### config.mk
export PLATFORM = sky130hd
export DESIGN_NAME = mem_access_unit
export DESIGN_NICKNAME = d
export VERILOG_FILES = /design/src/rtl/mem_access_unit_pkg.sv /design/src/rtl/mem_access_unit_load_extend.sv /design/src/rtl/mem_access_unit.sv
export SDC_FILE = /design/constraint.sdc
export NUM_CORES = 1
export LEC_CHECK = 0
export CAP_MARGIN = 20
export CELL_PAD_IN_SITES_DETAIL_PLACEMENT = 0
export CELL_PAD_IN_SITES_GLOBAL_PLACEMENT = 1
export CORE_MARGIN = 1
export CORE_UTILIZATION = 32
export DETAILED_ROUTE_END_ITERATION = 10
export PLACE_DENSITY = 0.85
export SLEW_MARGIN = 20
export SYNTH_ARGS = -nofsm -noshare
export SYNTH_HDL_FRONTEND = slang
export SYNTH_SLANG_ARGS = --single-unit
### constraint.sdc
create_clock -name clk -period 5.6 [get_ports clk]
set_input_delay 1.12 -clock clk [delete_from_list [all_inputs] [get_ports clk]]
set_output_delay 1.12 -clock clk [all_outputs]
set_load 0.005 [all_outputs]
### src/rtl/mem_access_unit_pkg.sv
// mem_defs: shared state, width codes and legality helper
// for the memory access stage.
package mem_defs;

  typedef enum logic [1:0] {
    IDLE,
    WAIT,
    DONE
  } mas_state_t;

  localparam logic [2:0] F3_B  = 3'b000;
  localparam logic [2:0] F3_H  = 3'b001;
  localparam logic [2:0] F3_W  = 3'b010;
  localparam logic [2:0] F3_BU = 3'b100;
  localparam logic [2:0] F3_HU = 3'b101;

  localparam logic [31:0] NOP_INSTR = 32'h0000_0013;

  // Width code must exist for the access kind and the
  // byte offset must be naturally aligned for that width.
  function automatic logic access_legal(
    input logic       fetch,
    input logic       write,
    input logic [2:0] f3,
    input logic [1:0] off
  );
    logic ok;
    ok = 1'b0;
    if (fetch) begin
      ok = (off == 2'b00);
    end else begin
      case (f3)
        F3_B:    ok = 1'b1;
        F3_H:    ok = !off[0];
        F3_W:    ok = (off == 2'b00);
        F3_BU:   ok = !write;
        F3_HU:   ok = !write && !off[0];
        default: ok = 1'b0;
      endcase
    end
    return ok;
  endfunction

endpackage

### src/rtl/mem_access_unit_load_extend.sv
// load_extend: picks the byte/half lane of a read word and
// sign/zero extends it. Ports: rdata, offset, funct3 -> ext.
module load_extend
  import mem_defs::*;
(
  input  logic [31:0] rdata,
  input  logic [1:0]  offset,
  input  logic [2:0]  funct3,
  output logic [31:0] ext
);

  logic [7:0]  byte_sel;
  logic [15:0] half_sel;

  always_comb begin
    byte_sel = rdata[7:0];
    case (offset)
      2'd0:    byte_sel = rdata[7:0];
      2'd1:    byte_sel = rdata[15:8];
      2'd2:    byte_sel = rdata[23:16];
      default: byte_sel = rdata[31:24];
    endcase
    half_sel = offset[1] ? rdata[31:16] : rdata[15:0];
  end

  always_comb begin
    ext = rdata;
    case (funct3)
      F3_B:    ext = {{24{byte_sel[7]}}, byte_sel};
      F3_H:    ext = {{16{half_sel[15]}}, half_sel};
      F3_BU:   ext = {24'd0, byte_sel};
      F3_HU:   ext = {16'd0, half_sel};
      default: ext = rdata;
    endcase
  end

endmodule

### src/rtl/mem_access_unit.sv
// mem_access_unit: fetch/load/store against unified memory via
// req/ack; holds IR and extended load data, pulses done/fault.
// Ports: req_* from control FSM, mem_* to memory, done/fault/busy,
// instr_o, rdata_o. All outputs registered.
module mem_access_unit
  import mem_defs::*;
#(
  parameter int          ADDR_W    = 32,
  parameter int          TIMEOUT   = 255,
  parameter logic [31:0] NOP_INSTR = mem_defs::NOP_INSTR
) (
  input  logic              clk,
  input  logic              reset,
  input  logic              req_valid,
  input  logic              req_fetch,
  input  logic              req_write,
  input  logic [ADDR_W-1:0] req_addr,
  input  logic [31:0]       req_wdata,
  input  logic [2:0]        req_funct3,
  output logic              done,
  output logic              fault,
  output logic              busy,
  output logic [31:0]       instr_o,
  output logic [31:0]       rdata_o,
  output logic              mem_req,
  output logic              mem_we,
  output logic [ADDR_W-1:0] mem_addr,
  output logic [3:0]        mem_wstrb,
  output logic [31:0]       mem_wdata,
  input  logic [31:0]       mem_rdata,
  input  logic              mem_ack
);

  localparam logic [15:0] TMO_LAST = 16'(TIMEOUT - 1);

  mas_state_t        state_q, state_d;
  logic              done_q, done_d;
  logic              fault_q, fault_d;
  logic              busy_q, busy_d;
  logic [31:0]       instr_q, instr_d;
  logic [31:0]       rdata_q, rdata_d;
  logic              mem_req_q, mem_req_d;
  logic              mem_we_q, mem_we_d;
  logic [ADDR_W-1:0] mem_addr_q, mem_addr_d;
  logic [3:0]        wstrb_q, wstrb_d;
  logic [31:0]       wdata_q, wdata_d;
  logic [15:0]       timer_q, timer_d;
  logic              fetch_q, fetch_d;
  logic              write_q, write_d;
  logic [2:0]        f3_q, f3_d;
  logic [1:0]        off_q, off_d;

  logic              is_write;
  logic              legal;
  logic [3:0]        st_strb;
  logic [31:0]       st_data;
  logic [31:0]       ld_ext;

  load_extend u_ext (
    .rdata  (mem_rdata),
    .offset (off_q),
    .funct3 (f3_q),
    .ext    (ld_ext)
  );

  // Store lane steering from the incoming request.
  always_comb begin
    is_write = req_write && !req_fetch;
    legal    = access_legal(req_fetch, is_write,
                            req_funct3, req_addr[1:0]);
    st_strb  = 4'b0000;
    st_data  = 32'd0;
    if (is_write) begin
      case (req_funct3)
        F3_B: begin
          st_strb = 4'b0001 << req_addr[1:0];
          st_data = {4{req_wdata[7:0]}};
        end
        F3_H: begin
          st_strb = req_addr[1] ? 4'b1100 : 4'b0011;
          st_data = {2{req_wdata[15:0]}};
        end
        default: begin
          st_strb = 4'b1111;
          st_data = req_wdata;
        end
      endcase
    end
  end

  always_comb begin
    state_d    = state_q;
    done_d     = 1'b0;
    fault_d    = 1'b0;
    instr_d    = instr_q;
    rdata_d    = rdata_q;
    mem_req_d  = mem_req_q;
    mem_we_d   = mem_we_q;
    mem_addr_d = mem_addr_q;
    wstrb_d    = wstrb_q;
    wdata_d    = wdata_q;
    timer_d    = timer_q;
    fetch_d    = fetch_q;
    write_d    = write_q;
    f3_d       = f3_q;
    off_d      = off_q;
    case (state_q)
      IDLE: begin
        if (req_valid) begin
          fetch_d = req_fetch;
          write_d = is_write;
          f3_d    = req_funct3;
          off_d   = req_addr[1:0];
          timer_d = 16'd0;
          if (legal) begin
            state_d    = WAIT;
            mem_req_d  = 1'b1;
            mem_we_d   = is_write;
            mem_addr_d = {req_addr[ADDR_W-1:2], 2'b00};
            wstrb_d    = st_strb;
            wdata_d    = st_data;
          end else begin
            state_d = DONE;
            done_d  = 1'b1;
            fault_d = 1'b1;
          end
        end
      end
      WAIT: begin
        // Ack takes priority over an expiring timer.
        if (mem_ack) begin
          state_d   = DONE;
          done_d    = 1'b1;
          mem_req_d = 1'b0;
          mem_we_d  = 1'b0;
          if (fetch_q) begin
            instr_d = mem_rdata;
          end else if (!write_q) begin
            rdata_d = ld_ext;
          end
        end else if (timer_q == TMO_LAST) begin
          state_d   = DONE;
          done_d    = 1'b1;
          fault_d   = 1'b1;
          mem_req_d = 1'b0;
          mem_we_d  = 1'b0;
        end else begin
          timer_d = timer_q + 16'd1;
        end
      end
      default: begin
        state_d = IDLE;
        timer_d = 16'd0;
      end
    endcase
    busy_d = (state_d != IDLE);
  end

  always_ff @(posedge clk or posedge reset) begin
    if (reset) begin
      state_q    <= IDLE;
      done_q     <= 1'b0;
      fault_q    <= 1'b0;
      busy_q     <= 1'b0;
      instr_q    <= NOP_INSTR;
      rdata_q    <= 32'd0;
      mem_req_q  <= 1'b0;
      mem_we_q   <= 1'b0;
      mem_addr_q <= '0;
      wstrb_q    <= 4'b0000;
      wdata_q    <= 32'd0;
      timer_q    <= 16'd0;
      fetch_q    <= 1'b0;
      write_q    <= 1'b0;
      f3_q       <= 3'b000;
      off_q      <= 2'b00;
    end else begin
      state_q    <= state_d;
      done_q     <= done_d;
      fault_q    <= fault_d;
      busy_q     <= busy_d;
      instr_q    <= instr_d;
      rdata_q    <= rdata_d;
      mem_req_q  <= mem_req_d;
      mem_we_q   <= mem_we_d;
      mem_addr_q <= mem_addr_d;
      wstrb_q    <= wstrb_d;
      wdata_q    <= wdata_d;
      timer_q    <= timer_d;
      fetch_q    <= fetch_d;
      write_q    <= write_d;
      f3_q       <= f3_d;
      off_q      <= off_d;
    end
  end

  assign done      = done_q;
  assign fault     = fault_q;
  assign busy      = busy_q;
  assign instr_o   = instr_q;
  assign rdata_o   = rdata_q;
  assign mem_req   = mem_req_q;
  assign mem_we    = mem_we_q;
  assign mem_addr  = mem_addr_q;
  assign mem_wstrb = wstrb_q;
  assign mem_wdata = wdata_q;

endmodule

==> impl_metrics.py, run 1 <==
metrics = {
    "floorplanning": {
        "die_y_um": 156,
        "num_rows": 55,
        "ioPinCount": 242,
        "core_region_area_um2": 22900,
        "die_x_um": 156,
        "dieArea_um2": 24300,
        "initial_core_util": 0.331,
    },
    "logic_synthesis": {
        "synthDistinctLibCells": 60,
        "ys_ff_latch": 160,
        "synth_cells": 680,
        "ys_warn_count": 0,
        "ys_seq_area_frac": 0.529,
        "syn_avg_cell_area_um2": 11.1,
        "synthArstFlopShare": 1.00,
        "synthFlopType": "dfrtp_1",
        "synth_edf_count": 0,
        "synthesis.area_um2": 7580,
    },
    "detailed_routing": {
        "wl_um": 22000,
        "vias": 6097,
        "routedWlPerCell_um": 17.9,
        "drtIter0Drc": 335,
        "drcViolationCount": 0,
        "antenna_left": 0,
        "dr.pass1.iters": 4,
        "via_per_inst": 4.96,
    },
    "clock_network": {
        "clk_path_buf_depth": 2,
        "cts.hold.buffers_added": 0,
        "cts_tree": "built",
        "cts_buffers": 17,
        "cts_root_buf": "clkbuf_16",
        "clk_pin_slew_ps": 70,
        "cts_resized": 0,
        "postCtsSetupBuffers": 0,
        "clkLatencyLatePin_ps": 430,
        "cts_sinks": 160,
        "cts_htree_levels": 4,
    },
    "global_routing": {
        "overflow": 0,
        "grt_util_all_layers": 0.185,
        "grt_max_degree": 95,
        "grt_first_pass_wirelength_um": 34300,
        "grt_pass1_vias": 6096,
        "antenna_found_initial": 0,
    },
    "worst_setup_path": {
        "reg2reg_slack_ps": 2730,
        "cp_data_arrival_time_ps": 3780,
        "path_cells": "clkdlybuf4s50_1, and2b_1, nand2_1, nor2_4, buf_4, mux2_2",
        "cp_data_required_time_ps": 5900,
        "start_kind": "primary input",
        "cp_top_family": "simple AND/OR/NAND/NOR gates",
        "critPathKind": "in -> reg",
        "slowest_stage": "nor2_4",
        "cpPeakStageDelay_ps": 630,
        "crit_buf_inv": 2,
        "cp_max_fo": 28,
        "endpoint_kind": "register",
    },
    "sta": {
        "clock.fmax_mhz": 287,
        "worst_pin_slew_ps": 872,
        "holdWs_ps": 478,
        "final_hold_viol_count": 0,
        "max_slew_margin": 0.417,
        "slew_violations": 0,
        "skew_ps": 9.44,
        "fin_crit_sh": 0.622,
        "rsz0062_at_grt": "no",
        "setup_viol": 0,
        "timing.setup.tns_ps": 0,
        "fin_crit_ps": 3480,
    },
    "layout": {
        "diodes": 0,
        "final_nets": 1009,
        "drive_gt1_frac": 0.157,
        "syn_to_final_growth_pct": 42.4,
    },
    "power_and_ir_drop": {
        "ir_drop_v": 0.000189,
        "p_leak_nw": 4.61,
        "power.density_nw_per_um2": 418,
    },
    "placement": {
        "hpwl_um": 15700,
        "place_congestion": 0.789,
        "port_buffers": 239,
    },
    "hold_path": {
        "hold_path_class": "reg -> reg",
    },
    "run_status": {
        "status": "complete, no violations",
    },
    "run": {
        "cap_violations": 0,
    },
}
## cell families (layout without fill, tap and decap cells)
kind of cell	count (synthesis)	after routing	synth area share
and+or+nand+nor	188	188	0.122
AOI/OAI and AO/OA	156	156	0.133
xor gates and xnor gates	1	1	0.00116
DFF	160	160	0.529
muxes	110	110	0.171
adders and majority gates	2	2	0.00330
other	1	2	0.000495
buffers and inverters	62	296	0.0409
## cells in the final DEF, fill, tap and decap left out, types with 3 or more instances in the layout
cell             count
nor3_1               4
mux2_2              67
clkbuf_16           17
inv_1               16
o21ai_0             34
a221oi_1             9
dfstp_2              3
or3_1                7
a211oi_1             8
buf_4                6
a21o_1               8
mux2i_1             22
a21oi_1             53
nor2_1              27
o31ai_1             17
nand2_1             90
nand4_1              4
mux2_4              20
nand2b_1            10
o22ai_1              9
nor2b_1              8
or2_2                3
inv_6                7
dfrtp_1            157
or4_1                8
clkdlybuf4s50_1    239
nand3_1              5
nor3b_1              4
## cells in the mapped netlist (7+ instances only)
master | instances | share of area
mux2_4 | 20 | 0.040
mux2i_1 | 22 | 0.029
or3_1 | 8 | 0.0066
mux2_2 | 67 | 0.10
or4_1 | 8 | 0.0079
inv_1 | 17 | 0.0084
nand2_1 | 90 | 0.045
o21ai_0 | 34 | 0.022
o31ai_1 | 17 | 0.017
nor2b_1 | 8 | 0.0066
o22ai_1 | 9 | 0.0074
buf_4 | 7 | 0.0069
a21o_1 | 8 | 0.0079
clkbuf_1 | 30 | 0.015
nor2_1 | 28 | 0.014
nand2b_1 | 10 | 0.0083
a21oi_1 | 53 | 0.035
a211oi_1 | 8 | 0.0079
a221oi_1 | 9 | 0.010
dfrtp_1 | 157 | 0.52
## layer usage
layer | share of wire | track usage | vias up
li1 | - | - | 2871
met3 | 0.076 | 0.0619 | 22
met1 | 0.44 | 0.240 | 2968
met5 | 0 | 0 | -
met4 | 0.016 | 0.0556 | 0
met2 | 0.46 | 0.291 | 236
## power by group
part	total, W	switching [W]	internal [W]
logic	0.00158	0.000552	0.00103
registers	0.00180	0.000248	0.00155
clock network	0.00114	0.000495	0.000644
## through the flow
| step | instance area (um^2) | setup WS, ps | power (W) | std cells | util |
|---|---|---|---|---|---|
| after global placement | 10200 | 1750 | 0.00338 | 1196 | 0.446 |
| final | 10800 | 2120 | 0.00452 | 1228 | 0.471 |
| after global routing | 10800 | 1850 | 0.00478 | 1228 | 0.471 |
| after CTS | 10800 | 2110 | 0.00458 | 1228 | 0.471 |
| after detailed placement | 10200 | 1630 | 0.00342 | 1196 | 0.446 |
| after floorplan | 7580 | 165 | 0.00239 | 681 | - |
## flip-flops by register name (all words and copies together) (netlist names)
register and flops:
instr_o 32, mem_wdata 32, rdata_o 32, mem_addr 30, timer_q 16, mem_wstrb 4, f3_q 3, off_q 2
state_q 2, busy 1, done 1, fault 1, fetch_q 1, mem_req 1, mem_we 1, write_q 1
## layout make-up
cell class | instances | area (um^2)
Inverter | 17 | 68.8
Clock buffer | 19 | 453
Tap cell | 313 | 392
Timing Repair Buffer | 247 | 2480
Fill cell | 2162 | 12100
Clock inverter | 13 | 125
Sequential cell | 160 | 4010
Multi-Input combinational cell | 459 | 3280
## path summary, 6_finish.rpt
path	start	to	cells past startpoint
hold / removal	rdata_o[11]	rdata_o[11]	1
hold reg to reg	rdata_o[11]	rdata_o[11]	1
setup reg to reg	state_q[0]	mem_wdata[28]	5
min in group asynchronous	reset	mem_addr[30]	2
max in group asynchronous	reset	rdata_o[27]	3
setup / recovery	req_valid	mem_wdata[28]	6
## worst register-to-register path, cell delays in order, from the launching register on
cell and delay, ps:
dfrtp_1 480, and2b_1 350, nand2_1 550, nor2_4 640, buf_4 360, mux2_2 380
(Power assumes the default switching activity.)
==> inputs of run 2 (changes only) <==
--- a/config.mk
+++ b/config.mk
@@ -9,9 +9,9 @@
 export CELL_PAD_IN_SITES_DETAIL_PLACEMENT = 0
 export CELL_PAD_IN_SITES_GLOBAL_PLACEMENT = 1
 export CORE_MARGIN = 1
-export CORE_UTILIZATION = 32
+export CORE_UTILIZATION = 36
 export DETAILED_ROUTE_END_ITERATION = 10
-export PLACE_DENSITY = 0.85
+export PLACE_DENSITY = 0.9
 export SLEW_MARGIN = 20
 export SYNTH_ARGS = -nofsm -noshare
 export SYNTH_HDL_FRONTEND = slang
==> constraint.sdc (replaced) <==
create_clock -name clk -period 3.44 [get_ports clk]
set_input_delay 0.688 -clock clk [delete_from_list [all_inputs] [get_ports clk]]
set_output_delay 0.688 -clock clk [all_outputs]
set_load 0.005 [all_outputs]
==> impl_metrics.py, run 2 (same netlist as run 1, synthesis figures left out) <==
metrics = {
    "layout": {
        "diodes": 0,
        "final_cell_mix": "clkdlybuf4s50_1 (239), dfrtp_1 (157), nand2_1 (90)",
        "syn_to_final_growth_pct": 43.2,
        "drive_gt1_frac": 0.158,
        "regArea_um2": 4010,
        "multi_input_area_um2": 3270,
        "mostFrequentLayoutCell": "clkdlybuf4s50_1",
        "fill_cells": 1866,
        "final_nets": 1013,
    },
    "global_routing": {
        "overflow": 0,
        "grt_util_all_layers": 0.199,
        "antenna_found_initial": 0,
        "grt_first_pass_wirelength_um": 33700,
        "grt_pass1_vias": 6035,
        "grt_max_degree": 78,
    },
    "clock_network": {
        "clk_pin_slew_ps": 60,
        "cts_sinks": 160,
        "cts.hold.buffers_added": 0,
        "cts_buffers": 17,
        "cts_tree": "built",
        "clk_path_buf_depth": 2,
        "cts_htree_levels": 4,
        "postCtsSetupBuffers": 0,
        "cts_resized": 0,
        "clkLatencyLatePin_ps": 410,
        "cts_root_buf": "clkbuf_16",
    },
    "worst_setup_path": {
        "cp_data_arrival_time_ps": 2790,
        "cp_max_fo": 20,
        "slowest_stage": "dfrtp_1",
        "reg2reg_slack_ps": 900,
        "cp_top_family": "flip-flops",
        "cpPeakStageDelay_ps": 870,
        "start_kind": "register",
        "critPathKind": "reg -> reg",
        "path_cells": "mux4_2, nand2_1, o311a_1, a21oi_1",
        "endpoint_kind": "register",
        "cp_data_required_time_ps": 3680,
        "crit_buf_inv": 0,
    },
    "placement": {
        "pre_cts_ws_ps": 566,
        "hpwl_um": 15400,
        "port_buffers": 239,
        "place_congestion": 0.826,
    },
    "floorplanning": {
        "die_y_um": 147,
        "ioPinCount": 242,
        "die_x_um": 147,
        "core_region_area_um2": 20400,
        "num_rows": 52,
        "dieArea_um2": 21600,
        "initial_core_util": 0.371,
    },
    "detailed_routing": {
        "dr.pass1.iters": 5,
        "wl_um": 21300,
        "via_per_inst": 5.16,
        "vias": 6137,
        "drtIter0Drc": 283,
        "antenna_left": 0,
        "routedWlPerCell_um": 17.9,
        "drcViolationCount": 0,
    },
    "run": {
        "cap_violations": 0,
    },
    "sta": {
        "slew_violations": 0,
        "setup_viol": 0,
        "timing.setup.tns_ps": 0,
        "fin_crit_ps": 2540,
        "rsz0062_at_grt": "no",
        "setup_ws_ps": 896,
        "worst_pin_slew_ps": 955,
        "fin_crit_sh": 0.740,
        "skew_ps": 14.7,
        "final_hold_viol_count": 0,
        "clock.fmax_mhz": 393,
        "max_slew_margin": 0.363,
    },
    "power_and_ir_drop": {
        "ir_drop_v": 0.000382,
        "p_leak_nw": 4.66,
        "power.density_nw_per_um2": 699,
    },
    "hold_path": {
        "hold_path_class": "reg -> reg",
    },
    "run_status": {
        "status": "complete, no violations",
    },
}
run 2: worst register-to-register path: cells and delay by family (launching register included):
| kind | cells | cell delay (ps) |
|---|---|---|
| compound gates | 2 | 810 |
| simple gates | 1 | 80 |
| mux | 1 | 640 |
| flops | 1 | 870 |
run 2: final timing paths:
check,from,end,cells past startpoint
hold reg to reg,rdata_o[15],rdata_o[15],1
max in group asynchronous,reset,mem_wstrb[0],3
min in group asynchronous,reset,instr_o[14],2
setup reg to reg,off_q[1],rdata_o[27],4
hold / removal,rdata_o[15],rdata_o[15],1
setup / recovery,off_q[1],rdata_o[27],4
run 2: power by group:
part / switching, W / total [W] / internal, W / leakage, nW
clock network: 0.000770 / 0.00209 / 0.00132 / 0.312
registers: 0.000427 / 0.00295 / 0.00252 / 2.03
logic: 0.000869 / 0.00255 / 0.00168 / 2.32
run 2: layout make-up:
| cell class | count | share of cell area |
|---|---|---|
| Timing Repair Buffer | 251 | 0.232 |
| Inverter | 17 | 0.00622 |
| Clock buffer | 20 | 0.0412 |
| Tap cell | 270 | 0.0311 |
| Multi-Input combinational cell | 459 | 0.301 |
| Sequential cell | 160 | 0.369 |
| Clock inverter | 12 | 0.0189 |
run 2: routing by layer:
metal | vias to the layer above | global-route usage | share of wire
met4 | 0 | 0.0608 | 0.020
met3 | 26 | 0.0562 | 0.072
met1 | 2974 | 0.260 | 0.44
li1 | 2895 | - | -
met2 | 242 | 0.322 | 0.47
met5 | - | 0 | 0
run 2: metrics by stage:
stage | cell area (um^2) | util | cells | hold WS (ps) | power [W]
floorplan | 7590 | - | 681 | 473 | 0.00390
global placement | 10200 | 0.499 | 1157 | 459 | 0.00547
detailed placement | 10200 | 0.499 | 1157 | 465 | 0.00555
CTS | 10900 | 0.531 | 1189 | 479 | 0.00767
global route | 10900 | 0.531 | 1189 | 511 | 0.00801
finish | 10900 | 0.531 | 1189 | 476 | 0.00759
